===== src/rtl/mcycle_unit.sv =====
// mcycle_unit: iterative shift-add multiply / restoring divide sequencer for MUL, MLA, UMULL, DIV.
// Define MCYCLE_DIV_EN to compile in the divide datapath and divide-by-zero handling.
module mcycle_unit #(
  parameter int WIDTH = 32
) (
  input  logic             CLK,
  input  logic             RESET,
  input  logic             Start,
  input  logic             MCycleOp,
  input  logic             MCAdd,
  input  logic             MCLong,
  input  logic [WIDTH-1:0] Operand1,
  input  logic [WIDTH-1:0] Operand2,
  input  logic [WIDTH-1:0] Operand3,
  output logic [WIDTH-1:0] Result1,
  output logic [WIDTH-1:0] Result2,
  output logic             WriteHi,
  output logic             Busy,
  output logic             Done
);
  localparam int CW = WIDTH > 1 ? $clog2(WIDTH) : 1;
  typedef enum logic [1:0] {IDLE, COMPUTE, ACCUM, DONE} state_t;
  state_t state, nxt;
  logic [CW-1:0] count;
  logic [2*WIDTH-1:0] work, work_nx;
  logic [WIDTH-1:0] opnd, acc, skip_r1, skip_r2;
  logic [WIDTH:0] sum;
  logic add, accept, last, skip;
`ifdef MCYCLE_DIV_EN
  logic is_div, ge;
  logic [WIDTH:0] rem_sh;
  logic [WIDTH-1:0] diff;
  assign skip = MCycleOp && Operand2 == '0;
  assign skip_r1 = '1;
  assign skip_r2 = Operand1;
`else
  assign skip = MCycleOp;
  assign skip_r1 = '0;
  assign skip_r2 = '0;
`endif
  assign accept = Start && (state == IDLE || state == DONE);
  assign last = count == CW'(WIDTH - 1);
  // Multiply keeps the multiplier in the low half; divide keeps remainder:dividend.
  always_comb begin
    sum = {1'b0, work[2*WIDTH-1:WIDTH]} + (work[0] ? {1'b0, opnd} : '0);
    work_nx = {sum, work[WIDTH-1:1]};
`ifdef MCYCLE_DIV_EN
    rem_sh = work[2*WIDTH-1:WIDTH-1];
    ge = rem_sh >= {1'b0, opnd};
    diff = rem_sh[WIDTH-1:0] - opnd;
    if (is_div) work_nx = {ge ? diff : rem_sh[WIDTH-1:0], work[WIDTH-2:0], ge};
`endif
  end
  always_comb begin
    nxt = state;
    case (state)
      IDLE, DONE: nxt = accept ? (skip ? DONE : COMPUTE) : IDLE;
      COMPUTE:    nxt = last ? (add ? ACCUM : DONE) : COMPUTE;
      ACCUM:      nxt = DONE;
      default:    nxt = IDLE;
    endcase
  end
  always_ff @(posedge CLK or posedge RESET) begin
    if (RESET) begin
      state <= IDLE;
      count <= '0;
      work <= '0;
      opnd <= '0;
      acc <= '0;
      add <= 1'b0;
`ifdef MCYCLE_DIV_EN
      is_div <= 1'b0;
`endif
      Result1 <= '0;
      Result2 <= '0;
      WriteHi <= 1'b0;
      Busy <= 1'b0;
      Done <= 1'b0;
    end else begin
      state <= nxt;
      Busy <= nxt == COMPUTE || nxt == ACCUM;
      Done <= nxt == DONE;
      if (accept) begin
        count <= '0;
        work <= {{WIDTH{1'b0}}, MCycleOp ? Operand1 : Operand2};
        opnd <= MCycleOp ? Operand2 : Operand1;
        acc <= Operand3;
        add <= MCAdd && !MCycleOp;
`ifdef MCYCLE_DIV_EN
        is_div <= MCycleOp;
`endif
        WriteHi <= MCLong;
        if (skip) begin
          Result1 <= skip_r1;
          Result2 <= skip_r2;
        end
      end else if (state == COMPUTE) begin
        count <= count + 1'b1;
        work <= work_nx;
        if (last) {Result2, Result1} <= work_nx;
      end else if (state == ACCUM) begin
        Result1 <= Result1 + acc;
      end
    end
  end
endmodule

===== config.mk =====
export PLATFORM = sky130hd
export DESIGN_NAME = mcycle_unit
export DESIGN_NICKNAME = d
export VERILOG_FILES = /design/src/rtl/mcycle_unit.sv
export SDC_FILE = /design/constraint.sdc
export NUM_CORES = 1
export LEC_CHECK = 0
export CORE_UTILIZATION = 56
export CTS_CLUSTER_DIAMETER = 120
export DETAILED_ROUTE_END_ITERATION = 8
export GPL_TIMING_DRIVEN = 0
export PLACE_DENSITY = 0.82
export SYNTH_ARGS = -nofsm -noshare
export SYNTH_HDL_FRONTEND = slang
export SYNTH_SLANG_ARGS = --single-unit
export TNS_END_PERCENT = 30

===== constraint.sdc =====
create_clock -name CLK -period 10.34 [get_ports CLK]
set_clock_uncertainty 0.2 [all_clocks]
set_input_delay 3.102 -clock CLK [delete_from_list [all_inputs] [get_ports CLK]]
set_output_delay 3.102 -clock CLK [all_outputs]
set_load 0.03 [all_outputs]

After elaboration in Yosys (flattened, before gate mapping)
Cells that the tools add are included.
- add/subtract/negate cells: 3
- equality and inequality tests: 9
- multiplexer cells: 20
- reduce and logical (&&, ||, !) cells: 12
- operators with widths (operator ; number):
    2-to-1 mux 32 bit ; 11
    2-to-1 mux 64 bit ; 2
    adder 32 x 32 -> 33 bit ; 1
    adder 32 bit ; 1
    2-to-1 mux 5 bit ; 2
    == test 2 bit, second input constant ; 4
    2-to-1 mux 2 bit ; 3
    one-hot mux 2 bit (3 select lines) ; 1
    AND reduction 3 bit ; 2
    adder 5 x 1 -> 5 bit, second input constant ; 1
    == test 5 bit, second input constant ; 1
    == test 2 x 1 -> 1 bit, second input constant ; 2
    nonzero test 2 bit ; 2
    inequality test 3 bit, second input constant ; 1
    nonzero test 3 bit ; 1
    logical AND 1 bit ; 2
    logical NOT 2 bit ; 1
    logical OR 1 bit ; 2
    inequality test 2 bit, second input constant ; 1
    OR reduction 2 bit ; 1
    logical NOT 1 bit ; 1
    2-to-1 mux 1 bit ; 1
- flip-flop bits (word level): 203
- bits of input ports: 102
- output and inout port bits: 67
- logic and storage cells: 55

Depth between registers and ports, before layout
- depth in word-level cells: 7
- mapped depth: 15

Worst setup path before layout
Ideal clock, no wire load.
- path type: input-to-reg
- start point: input Start
- end point: register Busy
- arrival: 4.487 ns
- required time: 10.014 ns
- setup slack: 5.527 ns
- stages on the path: 6
- buffers on the path: 3
- path through: nand2_1 > clkbuf_1 > clkbuf_1 > buf_1 > o21ai_0 > ha_1
- word-level cells in the longest chain between the ends: 5
- elaborated cells on any way between the ends: 6
- ends and longest elaborated chain (what ; RTL line ; RTL):
    start: declaration ; 8 ; input logic Start,
    logical AND 1 bit (*) ; 41 ; assign accept = Start && (state == IDLE || state == DONE);
    2-to-1 mux 2 bit (*) ; 57 ; IDLE, DONE: nxt = accept ? (skip ? DONE : COMPUTE) : IDLE;
    one-hot mux 2 bit (3 select lines) (*) ; 56 ; case (state)
    net nxt[0] ; 23 ; state_t state, nxt;
    == test 2 x 1 -> 1 bit / == test 2 bit (equally long branches) ; 81 ; Busy <= nxt == COMPUTE || nxt == ACCUM;
    logical OR 1 bit (*) ; 81 ;
    end signal: assignment ; 77 ; Busy <= 1'b0;
    end signal: assignment ; 81 ;
    end: declaration ; 18 ; output logic Busy,
The timed path passes the listed nets; every way through them passes the cells marked *.
A chain may end at the register's enable or synchronous reset.

Worst setup path after layout
- start point: input Start
- end point: register Result2[2]
- word-level cells in the longest chain between the ends: 3
- elaborated cells on any way between the ends: 6
- ends and longest elaborated chain (what ; RTL line ; RTL):
    logical AND 1 bit (*) ; 41 ;
    inequality test 2 bit (no line) / nonzero test 2 bit (equally long branches) ; n/a ;
    AND reduction 3 bit (no line) ; n/a ;
    end signal: assignment ; 95 ; Result2 <= skip_r2;
    end signal: assignment ; 100 ; if (last) {Result2, Result1} <= work_nx;
    end: declaration ; 16 ; output logic [WIDTH-1:0] Result2,
Every way passes the cells marked *; elsewhere a longest branch is shown, timed or not.

==> run_summary.xml <==
<?xml version="1.0" encoding="UTF-8"?>
<metrics>
  <group name="detailed_routing">
    <metric name="route.detailed.vias_per_inst" unit="">6.00</metric>
    <metric name="drt_pass1_iterations" unit="">5</metric>
    <metric name="detailroute.via_count" unit="">10800</metric>
    <metric name="postRouteWirelength" unit="mm">34.7</metric>
    <metric name="drt-initial-drc-count" unit="">626</metric>
    <metric name="drtAntennaViolNets" unit="">0</metric>
    <metric name="routed_wire_length_per_instance" unit="µm">19.3</metric>
    <metric name="drt_drc_violations_left" unit="">0</metric>
  </group>
  <group name="cells_and_area">
    <metric name="nFillCells" unit="">1679</metric>
    <metric name="num_antenna_cells" unit="">0</metric>
    <metric name="final_layout_size_suffix_gt1_frac" unit="">0.0348</metric>
    <metric name="design.final.nets" unit="">1678</metric>
    <metric name="synthesis_to_layout_area_growth" unit="%">23.3</metric>
  </group>
  <group name="power">
    <metric name="switchingPower" unit="W">0.00212</metric>
    <metric name="power-per-cell-area" unit="nW/µm²">314</metric>
    <metric name="power.share.clock" unit="">0.175</metric>
    <metric name="cellInternalPower" unit="W">0.00254</metric>
    <metric name="total_power" unit="W">0.00466</metric>
    <metric name="share_comb_of_total_power" unit="">0.546</metric>
    <metric name="p_sw_frac" unit="">0.455</metric>
    <metric name="power.sequential.fraction" unit="">0.279</metric>
    <metric name="vdd_drop_max" unit="V">0.000192</metric>
    <metric name="leakagePower" unit="nW">6.92</metric>
  </group>
  <group name="logic_synthesis">
    <metric name="synth.most_common_cell" unit="">nand2_1</metric>
    <metric name="postSynth.asyncResetShare" unit="">1.00</metric>
    <metric name="synth.ff_latch_count" unit="">203</metric>
    <metric name="synthesis.area" unit="µm²">12000</metric>
    <metric name="synth.top_cell.area_share" unit="">0.422</metric>
    <metric name="yosys-top-cells-count" unit="">nand2_1 (239), dfrtp_1 (203), o21ai_0 (95)</metric>
    <metric name="synth_area_leader_cell" unit="">dfrtp_1</metric>
    <metric name="ys.warnings.count" unit="">0</metric>
    <metric name="synth_cells" unit="">1314</metric>
    <metric name="ys.flop_type" unit="">dfrtp_1</metric>
    <metric name="synth_fp_nets" unit="">1486</metric>
    <metric name="postSynthAreaPerCell" unit="µm²">9.17</metric>
    <metric name="synth_top_cells_by_area" unit="">dfrtp_1 (42%), nand2_1 (7.4%), ha_1 (7.1%)</metric>
    <metric name="synth_seq_area_share" unit="">0.422</metric>
    <metric name="count_of_cell_types_in_the_netlist" unit="">61</metric>
    <metric name="synth_edf_count" unit="">0</metric>
  </group>
  <group name="min_path">
    <metric name="worstHoldPathCells" unit="">2</metric>
    <metric name="min_from" unit="">opnd[17]$_DFFE_PP0P_</metric>
    <metric name="worst_hold_path_endpoint" unit="">opnd[17]$_DFFE_PP0P_</metric>
    <metric name="min-delay-path-class" unit="">flip-flop to flip-flop</metric>
  </group>
  <group name="grt">
    <metric name="grt.overflow.total" unit="">0</metric>
    <metric name="grt_pass1_vias" unit="">10500</metric>
    <metric name="largest_net_degree_at_the_start_of_global_routing" unit="">122</metric>
    <metric name="antenna_found_initial" unit="">0</metric>
    <metric name="groute.usage.overall" unit="">0.320</metric>
    <metric name="grt_pass1_wl" unit="mm">55.2</metric>
  </group>
  <group name="cts">
    <metric name="tritoncts" unit="">built</metric>
    <metric name="clock_tree.root_cell" unit="">clkbuf_16</metric>
    <metric name="clk_path_buf_depth" unit="">3</metric>
    <metric name="cts_buffer_count" unit="">22</metric>
    <metric name="clk-insertion-delay-late" unit="ns">0.52</metric>
    <metric name="cts_sinks" unit="">203</metric>
    <metric name="cts_setup_buffers" unit="">0</metric>
    <metric name="cts_max_level" unit="">1</metric>
    <metric name="cts-resized-gates" unit="">0</metric>
    <metric name="worst_setup_hold_path_clk_slew" unit="ns">0.06</metric>
    <metric name="cts-hold-fix-buffers" unit="">0</metric>
  </group>
  <group name="die">
    <metric name="floorplan.rows" unit="">53</metric>
    <metric name="chipWidth" unit="µm">149</metric>
    <metric name="floorplan.die_area" unit="µm²">22100</metric>
    <metric name="floorplan.die.height" unit="µm">149</metric>
    <metric name="pin_count" unit="">169</metric>
    <metric name="initial_core_util" unit="">0.571</metric>
    <metric name="core_region_area" unit="µm²">21100</metric>
  </group>
  <group name="run">
    <metric name="timing.max_cap.violations" unit="">0</metric>
  </group>
  <group name="worst_setup_path">
    <metric name="endpoint_kind" unit="">flip-flop</metric>
    <metric name="r2r_end" unit="">work[59]$_DFFE_PP0N_</metric>
    <metric name="timing.rr.start" unit="">work[0]$_DFFE_PP0N_</metric>
    <metric name="critical_path.startpoint_type" unit="">input port</metric>
    <metric name="critPathMaxFanout" unit="">10</metric>
    <metric name="timing.critical_path.arrival" unit="ns">6.01</metric>
    <metric name="critical_path_class" unit="">input port to flip-flop</metric>
    <metric name="rr_worst_depth" unit="">15</metric>
    <metric name="cp.required" unit="ns">10.58</metric>
    <metric name="r2r_setup_slack" unit="ns">6.30</metric>
  </group>
  <group name="run_status">
    <metric name="run_status" unit="">finished clean</metric>
  </group>
  <group name="sta">
    <metric name="max_clock_freq" unit="MHz">173</metric>
    <metric name="setup_repair_after_global_routing_missed_its_margin" unit="">false</metric>
    <metric name="finalCritPeriodShare" unit="">0.558</metric>
    <metric name="worst_slew_margin_rel" unit="">0.361</metric>
    <metric name="setup_slack" unit="ns">4.57</metric>
    <metric name="timing_hold_violations_final" unit="">0</metric>
    <metric name="timing.final.max_slew_violations" unit="">0</metric>
    <metric name="report.final.setup_viol" unit="">0</metric>
    <metric name="timing_worst_slew_pin_value" unit="ns">0.958</metric>
    <metric name="final_period_minus_worst_setup_slack" unit="ns">5.77</metric>
  </group>
  <group name="place">
    <metric name="io_buffers" unit="">167</metric>
    <metric name="dpl_worst_slack" unit="ns">4.17</metric>
    <metric name="gpl.final_weighted_congestion" unit="">0.955</metric>
    <metric name="hpwl" unit="mm">26.0</metric>
  </group>
</metrics>
power by group through the flow:
stage                     clock (W)  combinational [W]  sequential [W]
after floorplan                   0            0.00170         0.00135
after global placement            0            0.00243         0.00129
after detailed placement          0            0.00249         0.00130
after CTS                  0.000822            0.00252         0.00129
after global routing       0.000854            0.00279         0.00133
final                      0.000814            0.00254         0.00130
layer usage:
layer	global-route usage	vias up	routed length, µm
met3	0.0429	103	2130
met1	0.415	5146	14600
met4	0.147	0	1620
met5	0	-	0
li1	-	5104	-
met2	0.533	421	16400
sequential cells by signal, indices dropped and copies added, names as in the netlist:
register,count
Result2,32
WriteHi,1
acc,32
count,5
state,2
Busy,1
work,64
opnd,32
add,1
Result1,32
Done,1
placed cells by master, fill, tap and decap left out, types with 4 or more instances in the layout:
master | netlist | final
clkinv_2 | 0 | 4
xor2_1 | 23 | 23
nand4_1 | 7 | 7
a211oi_1 | 40 | 40
o21bai_1 | 9 | 9
clkdlybuf4s50_1 | 0 | 167
nand2_1 | 239 | 239
nor2b_1 | 35 | 35
o21a_1 | 5 | 5
a31oi_1 | 30 | 30
nand2b_1 | 4 | 4
inv_1 | 22 | 21
o21ai_0 | 95 | 95
clkbuf_1 | 61 | 63
xnor2_1 | 30 | 30
mux2i_1 | 69 | 69
dfrtp_1 | 203 | 203
o21ai_1 | 4 | 4
a21oi_1 | 79 | 79
o211ai_1 | 5 | 5
a21o_1 | 31 | 31
nand3_1 | 26 | 26
nor3_1 | 6 | 6
clkbuf_8 | 0 | 4
o31ai_1 | 10 | 10
nor2_1 | 55 | 55
buf_1 | 13 | 13
clkbuf_16 | 0 | 23
and2_1 | 37 | 37
a22o_1 | 43 | 43
and3_1 | 8 | 8
ha_1 | 68 | 68
area by class of cell:
cell class / instances / area [µm²] / share of cell area
tap: 275 / 344 / 0.0232
timing repair buffer: 168 / 1700 / 0.114
clock buffer: 29 / 638 / 0.0430
inverter: 22 / 90.1 / 0.00607
sequential: 203 / 5080 / 0.342
multi-input combinational: 1013 / 6600 / 0.444
clock inverter: 10 / 113 / 0.00758
buffer: 76 / 288 / 0.0194
cells by family after synthesis:
family,share of synthesized area
AND/OR/NAND/NOR,0.162
adder cells (fa/ha/maj),0.0740
flip-flops,0.422
multiplexers,0.0592
XOR/XNOR,0.0385
AO/OA/AOI/OAI,0.214
buffers and inverters,0.0307
critical path: stages:
cell and delay [ns]:
clkdlybuf4s50_1 0.52, and2_1 0.16, clkbuf_1 0.47, nor2_1 0.33, a21oi_1 0.71, clkbuf_1 0.50, a22o_1 0.21
through the flow:
| step | hold WS, ns | cells | TNS (ns) | area (µm²) | utilization |
|---|---|---|---|---|---|
| after floorplan | 0.239 | 1314 | 0 | 12000 | - |
| after global placement | 0.251 | 1756 | -202.24 | 14100 | 0.667 |
| after detailed placement | 0.262 | 1757 | 0 | 14100 | 0.668 |
| after CTS | 0.276 | 1796 | 0 | 14800 | 0.704 |
| after global routing | 0.287 | 1796 | 0 | 14800 | 0.704 |
| final | 0.272 | 1796 | 0 | 14800 | 0.704 |
worst max-delay path by stage:
stage	start	endpoint	slack (ns)	depth (start not counted)
final	Start	Result2[2]$_DFFE_PP0P_	4.57	7
after global routing	Start	Result2[23]$_DFFE_PP0P_	4.55	7
after CTS	Start	Result2[2]$_DFFE_PP0P_	4.66	7
after detailed placement	Start	Result2[2]$_DFFE_PP0P_	4.17	7
after global placement	RESET	Result2[28]$_DFFE_PP0P_	-1.02	2
after floorplan	RESET	Busy$_DFF_PP0_	1.50	1
Note: power is estimated with default switching activity, not from simulation.
